### config.mk
export PLATFORM = sky130hd
export DESIGN_NAME = lever_input_conditioner
export DESIGN_NICKNAME = d
export VERILOG_FILES = /design/src/rtl/lever_input_conditioner.sv
export SDC_FILE = /design/constraint.sdc
export NUM_CORES = 1
export LEC_CHECK = 0
export CAP_MARGIN = 40
export CORE_AREA = 4 4 81 83
export CTS_CLUSTER_DIAMETER = 80
export DETAILED_ROUTE_END_ITERATION = 16
export DIE_AREA = 0 0 85 87
export PLACE_DENSITY = 0.71
export SLEW_MARGIN = 25
export SYNTH_ARGS = -nofsm -noshare
export SYNTH_HDL_FRONTEND = slang
export SYNTH_SLANG_ARGS = --single-unit
### constraint.sdc
create_clock -name clk -period 3.87 [get_ports clk]
set_clock_uncertainty 0.15 [all_clocks]
set_input_delay 0.774 -clock clk [delete_from_list [all_inputs] [get_ports clk]]
set_output_delay 0.774 -clock clk [all_outputs]
set_load 0.02 [all_outputs]
### src/rtl/lever_input_conditioner.sv
// Brake / turn-lever front end: 2-flop sync, per-channel debounce FSM, turn conflict resolution.
// Optional build macro LEVER_INTERLOCK_EN: first-asserted lever keeps ownership of the turn outputs.
module lever_input_conditioner #(
  parameter int unsigned DEBOUNCE_CYCLES = 1000000,
  parameter int unsigned CNT_W           = $clog2(DEBOUNCE_CYCLES)
) (
  input  logic clk,
  input  logic rst,
  input  logic brake_raw,
  input  logic turn_right_raw,
  input  logic turn_left_raw,
  output logic brake,
  output logic turn_right,
  output logic turn_left,
  output logic inputs_changed
);

  typedef enum logic [1:0] {
    STABLE_LO = 2'd0,
    PEND_HI   = 2'd1,
    STABLE_HI = 2'd2,
    PEND_LO   = 2'd3
  } db_state_t;

  localparam logic [CNT_W-1:0] CNT_ZERO = CNT_W'(0);
  localparam logic [CNT_W-1:0] CNT_ONE  = CNT_W'(1);
  localparam logic [CNT_W-1:0] CNT_MAX  = CNT_W'(DEBOUNCE_CYCLES - 1);

  // channel index: 0 brake, 1 right, 2 left
  logic [2:0] raw_s;
  logic [2:0] s1_r;
  logic [2:0] s2_r;
  logic [2:0] db_nxt_s;
  logic       turn_right_nxt_s;
  logic       turn_left_nxt_s;

  assign raw_s = {turn_left_raw, turn_right_raw, brake_raw};

  // Two-flop synchronizer for all raw contacts
  always_ff @(posedge clk) begin
    if (rst) begin
      s1_r <= 3'b000;
      s2_r <= 3'b000;
    end else begin
      s1_r <= raw_s;
      s2_r <= s1_r;
    end
  end

  for (genvar ch = 0; ch < 3; ch++) begin : g_db
    db_state_t        state_r;
    db_state_t        state_nxt_s;
    logic [CNT_W-1:0] cnt_r;
    logic [CNT_W-1:0] cnt_nxt_s;
    logic             db_nxt_ch_s;

    // Debounce state and counter register
    always_ff @(posedge clk) begin
      if (rst) begin
        state_r <= STABLE_LO;
        cnt_r   <= CNT_ZERO;
      end else begin
        state_r <= state_nxt_s;
        cnt_r   <= cnt_nxt_s;
      end
    end

    // Next state: count mismatching samples, commit on the last one, abort on return
    always_comb begin
      state_nxt_s = state_r;
      cnt_nxt_s   = CNT_ZERO;
      case (state_r)
        STABLE_LO: begin
          if (s2_r[ch]) begin
            state_nxt_s = PEND_HI;
            cnt_nxt_s   = CNT_ONE;
          end else begin
            state_nxt_s = STABLE_LO;
          end
        end
        PEND_HI: begin
          if (!s2_r[ch]) begin
            state_nxt_s = STABLE_LO;
          end else if (cnt_r == CNT_MAX) begin
            state_nxt_s = STABLE_HI;
          end else begin
            cnt_nxt_s   = cnt_r + CNT_ONE;
          end
        end
        STABLE_HI: begin
          if (!s2_r[ch]) begin
            state_nxt_s = PEND_LO;
            cnt_nxt_s   = CNT_ONE;
          end else begin
            state_nxt_s = STABLE_HI;
          end
        end
        PEND_LO: begin
          if (s2_r[ch]) begin
            state_nxt_s = STABLE_HI;
          end else if (cnt_r == CNT_MAX) begin
            state_nxt_s = STABLE_LO;
          end else begin
            cnt_nxt_s   = cnt_r + CNT_ONE;
          end
        end
        default: begin
          state_nxt_s = STABLE_LO;
        end
      endcase
    end

    // Debounced level as it will be after this edge, so outputs register in step with it
    always_comb begin
      db_nxt_ch_s = (state_nxt_s == STABLE_HI) || (state_nxt_s == PEND_LO);
    end

    assign db_nxt_s[ch] = db_nxt_ch_s;
  end

`ifdef LEVER_INTERLOCK_EN
  localparam logic [1:0] OWN_NONE  = 2'd0;
  localparam logic [1:0] OWN_RIGHT = 2'd1;
  localparam logic [1:0] OWN_LEFT  = 2'd2;

  logic [1:0] owner_r;
  logic [1:0] owner_nxt_s;

  // Ownership: a single active side owns; with both active the current owner (or nobody) holds
  always_comb begin
    owner_nxt_s = owner_r;
    case ({db_nxt_s[1], db_nxt_s[2]})
      2'b00:   owner_nxt_s = OWN_NONE;
      2'b10:   owner_nxt_s = OWN_RIGHT;
      2'b01:   owner_nxt_s = OWN_LEFT;
      2'b11:   owner_nxt_s = owner_r;
      default: owner_nxt_s = OWN_NONE;
    endcase
    turn_right_nxt_s = (owner_nxt_s == OWN_RIGHT);
    turn_left_nxt_s  = (owner_nxt_s == OWN_LEFT);
  end

  // Owner register
  always_ff @(posedge clk) begin
    if (rst) begin
      owner_r <= OWN_NONE;
    end else begin
      owner_r <= owner_nxt_s;
    end
  end
`else
  // Conflicting requests blank both turn outputs
  always_comb begin
    turn_right_nxt_s = db_nxt_s[1] & ~db_nxt_s[2];
    turn_left_nxt_s  = db_nxt_s[2] & ~db_nxt_s[1];
  end
`endif

  // Registered outputs and change strobe
  always_ff @(posedge clk) begin
    if (rst) begin
      brake          <= 1'b0;
      turn_right     <= 1'b0;
      turn_left      <= 1'b0;
      inputs_changed <= 1'b0;
    end else begin
      brake          <= db_nxt_s[0];
      turn_right     <= turn_right_nxt_s;
      turn_left      <= turn_left_nxt_s;
      inputs_changed <= ({db_nxt_s[0], turn_right_nxt_s, turn_left_nxt_s} !=
                         {brake, turn_right, turn_left});
    end
  end

endmodule
==> flow_metrics.env, run 1 <==
export IMPL_status="completed"
export IMPL_nets=378
export IMPL_synth_seq_cells=76
export IMPL_cts_tree="done"
export IMPL_route_detailed_drc=0
export IMPL_worstMarginPinSlew_ns=0.683
export IMPL_period_needed_ns=2.75
export IMPL_num_antenna_cells=0
export IMPL_clock_power_share_pct=48.0
export IMPL_rows=28
export IMPL_totalWireLength_um=5440
export IMPL_ys_types=37
export IMPL_fin_crit_sh_pct=71.1
export IMPL_syn_avg_cell_area_um2=8.91
export IMPL_finalSetupTns_ns=0
export IMPL_post_cts_buffers=0
export IMPL_die_area_um2=7400
export IMPL_clock_root_buffer="clkbuf_8"
export IMPL_drive_gt1_share_pct=5.07
export IMPL_initial_utilization_pct=53.9
export IMPL_cap_violations=0
export IMPL_vdd_ir_drop_max_uv=212
export IMPL_reg2reg_from="g_db[2].cnt_r[12]$_SDFF_PP0_"
export IMPL_synth_fp_nets=362
export IMPL_endpoint_kind="flip-flop"
export IMPL_grt_pass1_vias=2266
export IMPL_grtUsageMet3_pct=3.22
export IMPL_slew_viol_final=0
export IMPL_grt_busiest_layer="met2"
export IMPL_hold_path_startpoint="g_db[2].state_r[0]$_SDFF_PP0_"
export IMPL_cp_max_fo=5
export IMPL_synthCells=354
export IMPL_track_usage_pct=16.3
export IMPL_wl_per_cell_um=12.1
export IMPL_synth_top_cell_by_area="dfxtp_1"
export IMPL_port_buffers=8
export IMPL_die_y_um=87
export IMPL_cts_resized_gates=0
export IMPL_ioPinCount=9
export IMPL_p_int_uw=1260
export IMPL_area_growth_synth_to_final_pct=13.2
export IMPL_total_power_uw=1540
export IMPL_worstSetupPathType="reg -> reg"
export IMPL_switching_share_pct=18.6
export IMPL_synthTopCellsByArea="dfxtp_1 (48%), xor2_1 (8.9%), nor2_1 (7.9%)"
export IMPL_power_leakage_uw=0.00119
export IMPL_dpl_hpwl_um=3820
export IMPL_max_slew_margin_pct=54.3
export IMPL_yosys_warnings=0
export IMPL_seq_area_frac_synth_pct=48.2
export IMPL_grt_setup_unrepaired="no"
export IMPL_p_sw_uw=287
export IMPL_cp_start_kind="flip-flop"
export IMPL_synth_edff_count=0
export IMPL_synth_area_um2=3160
export IMPL_dr_first_iter_drc_count=91
export IMPL_grtUsageMet2_pct=24.9
export IMPL_netlist_top_cells_count="dfxtp_1 (76), nor2_1 (66), xor2_1 (32), nand2_1 (24), nand3_1 (21)"
export IMPL_hold_class="reg -> reg"
export IMPL_final_hold_viol_count=0
export IMPL_seq_power_share_pct=51.1
export IMPL_setup_viol=0
export IMPL_p_per_area_nw_per_um2=432
export IMPL_die_x_um=85
export IMPL_yosysMostFrequentCell="dfxtp_1"
export IMPL_vias=2341
export IMPL_place_congestion=0.759
export IMPL_synth_top_area_share_pct=48.2
export IMPL_cts_hold_buf=0
export IMPL_clock_path_buffers=2
export IMPL_cp_data_required_time_ns=3.96
export IMPL_yosys_most_used_dff="dfxtp_1"
export IMPL_cts_clk_slew_worst_paths_ns=0.08
export IMPL_crit_start="g_db[2].cnt_r[12]$_SDFF_PP0_"
export IMPL_met1_usage_pct=21.8
export IMPL_cts_made_buffers=9
export IMPL_grt_max_degree=20
export IMPL_async_flop_share_pct=0
export IMPL_worstPathArrival_ns=2.85
export IMPL_grt_first_pass_wirelength_um=9800
export IMPL_max_freq_mhz=363
export IMPL_htree_levels=3
export IMPL_core_area_um2=5850
export IMPL_p_comb_share_pct=0.9
export IMPL_drt_pass1_iterations=4
export IMPL_clock_sinks=76
export IMPL_antenna_found_initial=0
export IMPL_holdWs_ns=0.290
export IMPL_final_core_util_pct=61.1
export IMPL_clkLatencyLatePin_ns=0.34
export IMPL_grt_overflow=0
export IMPL_antenna_left=0
export IMPL_detail_route_vias_per_cell=5.20
[sequential cells by signal, summed over array words and instances, names as in the netlist]
register,flops
inputs_changed,1
s1_r,3
brake,1
g_db.cnt_r,60
g_db.state_r,6
s2_r,3
turn_right,1
turn_left,1
[kinds of logic (layout without fill, tap and decap cells)]
family,count (synthesis),count (layout),synth area share [%]
multiplexers,1,1,0.317
XOR/XNOR,52,52,14.4
AND/OR/NAND/NOR,180,180,29.2
flip-flops,76,76,48.2
adder cells (fa/ha/maj),3,3,1.19
AO/OA/AOI/OAI,23,23,4.40
buffers and inverters,19,40,2.26
[layer usage]
layer / share of wire, % / vias up
met5: 0 / -
met4: 1.7 / 0
met3: 3.0 / 13
met2: 43 / 29
met1: 52 / 1071
li1: - / 1228
[through the flow]
step	setup slack [ns]	cells	instance area, um^2
final	1.12	450	3570
after global routing	1.03	450	3570
after CTS	1.12	450	3570
after detailed placement	1.05	434	3320
after global placement	1.11	434	3320
after floorplan	1.23	354	3160
[power by group through the flow]
| stage | Combinational (uW) | Clock [uW] | Sequential (uW) |
|---|---|---|---|
| 2_1_floorplan | 7.48 | 0 | 806 |
| 6_report | 13.7 | 741 | 789 |
| 3_3_place_gp | 13.7 | 0 | 807 |
| 3_5_place_dp | 14.0 | 0 | 807 |
| 5_1_grt | 15.2 | 789 | 789 |
| 4_1_cts | 13.9 | 756 | 789 |
[placed cells by master, fill, tap and decap left out, types with 2 or more instances in the layout]
cell | Yosys | final
clkbuf_8 | 0 | 11
or4_1 | 4 | 4
inv_1 | 15 | 15
nand2_1 | 24 | 24
nor2b_1 | 7 | 7
o21ai_0 | 5 | 5
clkdlybuf4s50_1 | 0 | 8
and2_1 | 5 | 5
or3_1 | 5 | 5
bufinv_16 | 0 | 3
dfxtp_1 | 76 | 76
nand4_1 | 12 | 12
and4_1 | 5 | 5
nor3_1 | 5 | 5
xor2_1 | 32 | 32
xnor2_1 | 20 | 20
or4b_1 | 3 | 3
and3_1 | 14 | 14
nor2_1 | 66 | 66
nor4b_1 | 2 | 2
nand3_1 | 21 | 21
a21oi_1 | 9 | 9
a21boi_0 | 2 | 2
ha_1 | 3 | 3
[critical path, cell delays in order (launching register included)]
cell and delay [ns]:
dfxtp_1 0.34, or4_1 0.52, or4_4 0.57, nor3_4 0.20, mux2i_1 0.15, or4b_1 0.48
a41o_1 0.23
[path summary, 6_finish.rpt]
path	endpoint	slack (ns)	depth (start not counted)
hold reg to reg	g_db[2].cnt_r[0]$_SDFF_PP0_	0.29	1
setup / recovery	inputs_changed$_SDFF_PP0_	1.12	6
hold / removal	g_db[2].cnt_r[0]$_SDFF_PP0_	0.29	1
setup reg to reg	inputs_changed$_SDFF_PP0_	1.12	6
[cell type report]
type,instances,area (um^2)
multi-input cells,259,1560
clock buffers,12,155
clock inverters,4,95.1
fillers,515,2280
flip-flops and latches,76,1520
well taps,75,93.8
repair buffers,9,87.6
inverters,15,56.3
Note: power is estimated with default switching activity, not from simulation.
==> inputs of run 2 (changes only) <==
==> constraint.sdc (replaced) <==
create_clock -name clk -period 2.68 [get_ports clk]
set_clock_uncertainty 0.15 [all_clocks]
set_input_delay 0.536 -clock clk [delete_from_list [all_inputs] [get_ports clk]]
set_output_delay 0.536 -clock clk [all_outputs]
set_load 0.02 [all_outputs]
==> run 2 against run 1 <==
  * Clock power increased by 26%
  * Die area unchanged
  * Worst setup slack worse by 1.1 ns
  * Non-clock buffer count grew 12
  * Via count rose by 0.77%
  * Maximum frequency up 4.3%
  * Register-to-register slack lost 1.1 ns
==> flow_metrics.env, run 2 (synthesis gave the netlist of run 1 again) <==
export IMPL_die_y_um=87
export IMPL_nets=390
export IMPL_grt_pass1_vias=2324
export IMPL_area_growth_synth_to_final_pct=15.1
export IMPL_total_power_uw=2090
export IMPL_cap_violations=0
export IMPL_route_detailed_drc=0
export IMPL_fin_cells=462
export IMPL_drt_pass1_iterations=4
export IMPL_status="completed"
export IMPL_vias=2359
export IMPL_wl_per_cell_um=11.6
export IMPL_htree_levels=3
export IMPL_stdcell_area_um2=3630
export IMPL_place_congestion=0.797
export IMPL_drive_gt1_share_pct=8.53
export IMPL_period_needed_ns=2.64
export IMPL_vdd_ir_drop_max_uv=365
export IMPL_power_leakage_uw=0.00123
export IMPL_antenna_found_initial=0
export IMPL_cp_start_kind="flip-flop"
export IMPL_largest_register="g_db.cnt_r"
export IMPL_worstPathArrival_ns=2.73
export IMPL_post_cts_buffers=0
export IMPL_setup_viol=0
export IMPL_seq_area_um2=1520
export IMPL_slew_viol_final=0
export IMPL_hold_class="reg -> reg"
export IMPL_grt_first_pass_wirelength_um=9960
export IMPL_max_slew_margin_pct=62.7
export IMPL_port_buffers=8
export IMPL_setup_ws_ns=0.0404
export IMPL_cts_clk_slew_worst_paths_ns=0.08
export IMPL_fin_crit_sh_pct=98.5
export IMPL_final_common_cell="dfxtp_1"
export IMPL_rows=28
export IMPL_clock_path_buffers=2
export IMPL_p_per_area_nw_per_um2=576
export IMPL_largest_reg_flops=60
export IMPL_worstSetupPathType="reg -> reg"
export IMPL_track_usage_pct=16.5
export IMPL_grt_max_degree=20
export IMPL_grt_setup_unrepaired="yes"
export IMPL_die_area_um2=7400
export IMPL_num_fill_cells=508
export IMPL_clock_root_buffer="clkbuf_8"
export IMPL_top_regs="g_db.cnt_r (60), g_db.state_r (6)"
export IMPL_cts_tree="done"
export IMPL_dpl_hpwl_um=3810
export IMPL_ioPinCount=9
export IMPL_grt_overflow=0
export IMPL_initial_utilization_pct=53.9
export IMPL_num_antenna_cells=0
export IMPL_cts_made_buffers=9
export IMPL_cp_data_required_time_ns=2.77
export IMPL_reg2regPathDepth=6
export IMPL_totalWireLength_um=5360
export IMPL_antenna_left=0
export IMPL_cp_max_fo=3
export IMPL_die_x_um=85
export IMPL_final_hold_viol_count=0
export IMPL_multi_input_area_um2=1570
export IMPL_clkLatencyLatePin_ns=0.34
export IMPL_placed_cells=446
export IMPL_clock_sinks=76
export IMPL_worstMarginPinSlew_ns=0.555
export IMPL_max_freq_mhz=379
export IMPL_core_area_um2=5850
export IMPL_dr_first_iter_drc_count=81
export IMPL_detail_route_vias_per_cell=5.11
export IMPL_mostFrequentLayoutCells="dfxtp_1 (76), nor2_1 (66), xor2_1 (32)"
export IMPL_placed_area_um2=3410
export IMPL_hold_depth=1
export IMPL_dp_slack_ns=0.00366
export IMPL_endpoint_kind="flip-flop"
export IMPL_cts_hold_buf=0
## run 2: timing repair
item / CTS / global route
pin swaps: 1 / 0
setup endpoints to repair: 1 / 1
gates resized for setup: 0 / 1
## run 2: critical path: stages (launching register included)
cell and delay, ns:
dfxtp_1 0.31, or4_1 0.52, or4_4 0.57, nor3_4 0.17
mux2i_2 0.11, or4b_1 0.47, a41o_1 0.24
## run 2: where the power goes
part	internal [uW]	switching (uW)
registers	1130	4.20
clock network	521	412
logic	11.7	9.32
total	1670	425
## run 2: per-layer routing
layer	part of all wire, %	vias to the layer above	global-route usage (%)
met5	0	-	0
met4	2.2	0	7.77
met3	2.5	12	3.88
met2	44	24	26.3
met1	51	1071	21.1
li1	-	1252	-
## run 2: area by class of cell
type	count	share of cell area, %
clock inverters	7	2.52
flip-flops and latches	76	41.9
clock buffers	9	3.41
inverters	15	1.55
well taps	75	2.58
multi-input cells	259	43.1
repair buffers	21	4.89
## run 2: worst paths after layout
path	from	end	slack (ns)
max reg2reg	g_db[2].cnt_r[12]$_SDFF_PP0_	inputs_changed$_SDFF_PP0_	0.04
min	g_db[2].state_r[0]$_SDFF_PP0_	g_db[2].cnt_r[0]$_SDFF_PP0_	0.28
max	g_db[2].cnt_r[12]$_SDFF_PP0_	inputs_changed$_SDFF_PP0_	0.04
min reg2reg	g_db[2].state_r[0]$_SDFF_PP0_	g_db[2].cnt_r[0]$_SDFF_PP0_	0.28
## run 2: per-stage QoR
| stage | setup TNS [ns] | hold slack, ns | util (%) |
|---|---|---|---|
| detailed placement | 0 | 0.279 | 58.3 |
| global placement | 0 | 0.272 | 58.3 |
| floorplan | 0 | 0.261 | - |
| finish | 0 | 0.284 | 62.1 |
| CTS | 0 | 0.290 | 62.0 |
| global route | -0.0552 | 0.312 | 62.1 |
